**config.mk**
```make
export PLATFORM = sky130hd
export DESIGN_NAME = ud_mod_counter
export DESIGN_NICKNAME = d
export VERILOG_FILES = /design/src/rtl/ud_mod_counter.sv
export SDC_FILE = /design/constraint.sdc
export NUM_CORES = 1
export LEC_CHECK = 0
export ABC_AREA = 1
export BUFFER_PORTS_ARGS = -buffer_cell sky130_fd_sc_hd__clkbuf_2
export CAP_MARGIN = 10
export CORE_UTILIZATION = 23
export DETAILED_ROUTE_END_ITERATION = 12
export GPL_TIMING_DRIVEN = 0
export SLEW_MARGIN = 20
export SYNTH_ARGS = -nofsm -noshare
export SYNTH_HDL_FRONTEND = slang
export SYNTH_SLANG_ARGS = --single-unit
```
**constraint.sdc**
```tcl
create_clock -name clk -period 1.36 [get_ports clk]
set_clock_uncertainty 0.05 [all_clocks]
set_input_delay 0.136 -clock clk [delete_from_list [all_inputs] [get_ports clk]]
set_output_delay 0.136 -clock clk [all_outputs]
set_load 0.005 [all_outputs]
```
**src/rtl/ud_mod_counter.sv**
```systemverilog
// ud_mod_counter: loadable up/down modulo-MODULUS counter.
// Boundary steps either wrap (SATURATE=0) or hold (SATURATE=1). In both
// modes they raise a one-cycle cout/bout pulse. Out-of-range loads clamp
// to MODULUS-1 and set a sticky ld_err flag, which only reset or clr clears.
module ud_mod_counter #(
    parameter int WIDTH    = 3,
    parameter int MODULUS  = 8,
    parameter bit SATURATE = 1'b0
) (
    input  logic             clk,
    input  logic             a_rst,
    input  logic             clr,
    input  logic             ld,
    input  logic [WIDTH-1:0] Load,
    input  logic             en,
    input  logic             up_down,
    output logic [WIDTH-1:0] out,
    output logic             cout,
    output logic             bout,
    output logic             tc_hi,
    output logic             tc_lo,
    output logic             ld_err
);

    // All boundary arithmetic is one bit wider than the count. This lets
    // MODULUS == 2**WIDTH be represented and compared without truncation.
    localparam logic [WIDTH:0]   MOD_EXT = (WIDTH+1)'(MODULUS);
    localparam logic [WIDTH:0]   ONE_EXT = (WIDTH+1)'(1);
    localparam logic [WIDTH-1:0] MAX_VAL = WIDTH'(MODULUS - 1);

    typedef enum logic [2:0] {
        OP_IDLE,
        OP_CLR,
        OP_LOAD,
        OP_UP,
        OP_DOWN
    } op_e;

    op_e              op;
    logic [WIDTH-1:0] cnt_q,    cnt_d;
    logic             cout_q,   cout_d;
    logic             bout_q,   bout_d;
    logic             ld_err_q, ld_err_d;

    logic [WIDTH:0]   cnt_inc;
    logic [WIDTH:0]   cnt_dec;
    logic             at_max;
    logic             at_zero;
    logic             load_oor;

    // Widened step values and boundary detection.
    // at_max: the incremented value reaches MODULUS. For a full binary
    // range, this is exactly the natural carry out of the counter.
    // at_zero: the decrement borrows out of the counter width.
    assign cnt_inc  = {1'b0, cnt_q} + ONE_EXT;
    assign cnt_dec  = {1'b0, cnt_q} - ONE_EXT;
    assign at_max   = (cnt_inc == MOD_EXT);
    assign at_zero  = cnt_dec[WIDTH];
    assign load_oor = ({1'b0, Load} >= MOD_EXT);

    // Per-edge operation select. Priority is clr > ld > en. Reset is
    // applied separately, in the register process.
    always_comb begin
        op = OP_IDLE;
        if (clr) begin
            op = OP_CLR;
        end else if (ld) begin
            op = OP_LOAD;
        end else if (en) begin
            op = up_down ? OP_UP : OP_DOWN;
        end
    end

    // Next-state count, boundary pulses and sticky load error.
    always_comb begin
        cnt_d    = cnt_q;
        cout_d   = 1'b0;
        bout_d   = 1'b0;
        ld_err_d = ld_err_q;
        unique case (op)
            OP_CLR: begin
                cnt_d    = '0;
                ld_err_d = 1'b0;
            end
            OP_LOAD: begin
                if (load_oor) begin
                    cnt_d    = MAX_VAL;
                    ld_err_d = 1'b1;
                end else begin
                    cnt_d = Load;
                end
            end
            OP_UP: begin
                if (at_max) begin
                    cout_d = 1'b1;
                    if (!SATURATE) begin
                        cnt_d = '0;
                    end
                end else begin
                    cnt_d = cnt_inc[WIDTH-1:0];
                end
            end
            OP_DOWN: begin
                if (at_zero) begin
                    bout_d = 1'b1;
                    if (!SATURATE) begin
                        cnt_d = MAX_VAL;
                    end
                end else begin
                    cnt_d = cnt_dec[WIDTH-1:0];
                end
            end
            default: begin
                cnt_d = cnt_q;
            end
        endcase
    end

    // State register with synchronous active-high reset.
    // Reset drops any pulse that would otherwise be raised on this edge.
    always_ff @(posedge clk) begin
        if (a_rst) begin
            cnt_q    <= '0;
            cout_q   <= 1'b0;
            bout_q   <= 1'b0;
            ld_err_q <= 1'b0;
        end else begin
            cnt_q    <= cnt_d;
            cout_q   <= cout_d;
            bout_q   <= bout_d;
            ld_err_q <= ld_err_d;
        end
    end

    assign out    = cnt_q;
    assign cout   = cout_q;
    assign bout   = bout_q;
    assign ld_err = ld_err_q;
    assign tc_hi  = (cnt_q == MAX_VAL);
    assign tc_lo  = (cnt_q == '0);

endmodule

```
==> impl_metrics.yaml <==
synthesis:
  synth_most_common_cell: "nand2_1"
  syn-num-nets: 73
  synth_seq_cells: 5
  synth.distinct_cells: 17
  synth_edf_count: 0
  synth_top_area_share: 0.2524
  ys_async_sr_fraction: 0
  syn_area_um2: 396.6
  syn_area_per_cell_um2: 6.611
  ys_seq_area_frac: 0.2524
  ys_warn_count: 0
  syn_inst: 60
  synth_area_leaders: "dfxtp_1 (25%), nand2_1 (13%), ha_1 (13%), inv_1 (10%), nand3_1 (8.8%)"
  synth_area_leader_cell: "dfxtp_1"
  synthTopCellsByCount: "nand2_1 (14), inv_1 (11), nand3_1 (7)"
  ys.flop_type: "dfxtp_1"
placement:
  place_congestion: 0.7338
  dp.cells: 91
  place_hpwl_um: 718.9
  portBuffers: 15
critical_path:
  startpoint: "out[0]"
  required_ns: 1.17
  cp.arrival_ns: 1.10
  critPathKind: "reg -> out"
  rr_startpoint: "out[1]"
  slowest_stage: "dfxtp_4"
  path_cells: "inv_1, ha_1, inv_1, nor2_1, clkbuf_2"
  critPathMaxFanout: 5
  reg2reg_depth: 8
  slowest_delay_ns: 0.38
  setup.worst_path.end_class: "output port"
  worstSetupStartpointType: "flop"
  cp_common_cell: "inv_1"
grt:
  antenna_found_initial: 0
  overflow: 0
  grt_pass1_vias: 342
  grt_pass1_wl_um: 1345
  grt_start_max_net_pins: 8
  grtUsageTotal: 0.09836
clock_tree:
  htreeDepth: 1
  clk_path_buf_depth: 2
  cts_buffers: 3
  path_clk_slew_ns: 0.05
  cts_tree: "built"
  clkSinkCount: 5
  clkLatencyLatePin_ns: 0.24
  clock-root-buffer: "clkbuf_4"
sta:
  fmax_mhz: 780.2
  finalCriticalPeriod_ns: 1.282
  fin_crit_sh: 0.9424
  holdWs_ns: 0.04710
  final_hold_viol_count: 0
  rsz0062_at_grt: "false"
  maxSlewViolCount: 0
  setup_viol_count_final: 0
power:
  p_leak_nw: 0.3053
  vdd_drop_max_mv: 0.3884
  power_mw: 0.4206
  power.density_nw_per_um2: 767.5
floorplanning:
  start_util: 0.2544
  die_x_um: 43.53
  die-area_um2: 1894
  design.core.area_um2: 1559
  ioPinCount: 17
  num_rows: 14
  die_height_um: 43.53
run:
  max_cap_viol_count: 0
min_path:
  hp-class: "in -> reg"
  min_from: "a_rst"
  holdPathStages: 2
outcome:
  violations: "DRC"
  status: "complete, but fails checks"
routing:
  ant_nets: 0
  viasPerCell: 4.305
  wire_per_inst_um: 9.221
  drt_iter0_drc: 16
  wirelength_um: 876
  drtPass1Iterations: 7
  num_vias: 409
  drc_errors: 4
layout:
  diodes: 0
  area_delta_synth_final_pct: 38.17
  final_nets: 93
  drive_above_1_share: 0.4051
  stdcell_count: 95
-- sequential cells by signal, summed over array words and instances (netlist names) --
register and count:
out 3, bout 1, cout 1
-- timing repair --
action | in CTS | in global routing
resized for setup | 3 | 3
hold buffers | 0 | 0
setup buffers | 0 | 0
setup endpoints to repair | 3 | 4
endpoints found under the hold margin | 0 | 0
-- final timing paths --
| kind | end | slack [ns] |
|---|---|---|
| min reg2reg | cout | 0.50 |
| min | cout | 0.05 |
| max reg2reg | out[2] | 0.14 |
| max | tc_lo | 0.08 |
-- metal layers --
layer,up-vias,track usage,routed length [µm]
met5,-,0,0
met2,11,0.1606,429
met3,0,0.03750,35
met1,176,0.1168,411
met4,0,0.03750,0
li1,222,-,-
-- worst max-delay path: cells and delay by family (launching register included) --
| kind | cells | cell delay (ns) |
|---|---|---|
| fa+ha+maj | 1 | 0.20 |
| buf+inv | 3 | 0.25 |
| flops | 1 | 0.38 |
| simple gates | 1 | 0.03 |
-- layout by cell type, fill, tap and decap left out, drive strengths merged --
cell,instances
clkbuf,19
nand2,16
inv,14
nand3,8
nor2,6
dfxtp,5
ha,4
nand4,3
nor4,2
buf,1
conb,1
-- cells by family after synthesis --
kind of cell / after synthesis / share of synthesized area
flops: 5 / 0.2524
other cells: 1 / 0.009455
fa+ha+maj: 4 / 0.1262
simple gates: 35 / 0.4543
buf+inv: 15 / 0.1578
-- where the power goes --
part	internal, mW	switching [mW]	total [mW]
registers	0.152	0.00944	0.161
logic	0.0372	0.0506	0.0878
clock network	0.111	0.0608	0.172
total	0.300	0.121	0.421
-- cell type report --
type	instances	area (µm²)
buffer	1	7.507
sequential	5	105.1
timing repair buffer	15	75.07
inverter	14	55.05
clock buffer	4	26.28
multi-input combinational	40	259.0
fill	177	1011
tap	16	20.02
-- per-stage QoR --
stage	setup WS, ns	setup TNS [ns]	area [µm²]	util
after floorplan	0.07833	0	396.6	-
after global placement	-0.03732	-0.04631	491.7	0.3154
after detailed placement	-0.03469	-0.06031	491.7	0.3154
after CTS	0.009314	0	534.3	0.3427
after global routing	0.003913	0	548.0	0.3515
final	0.07830	0	548.0	0.3515
No activity file was read; power rests on OpenSTA's default activity.
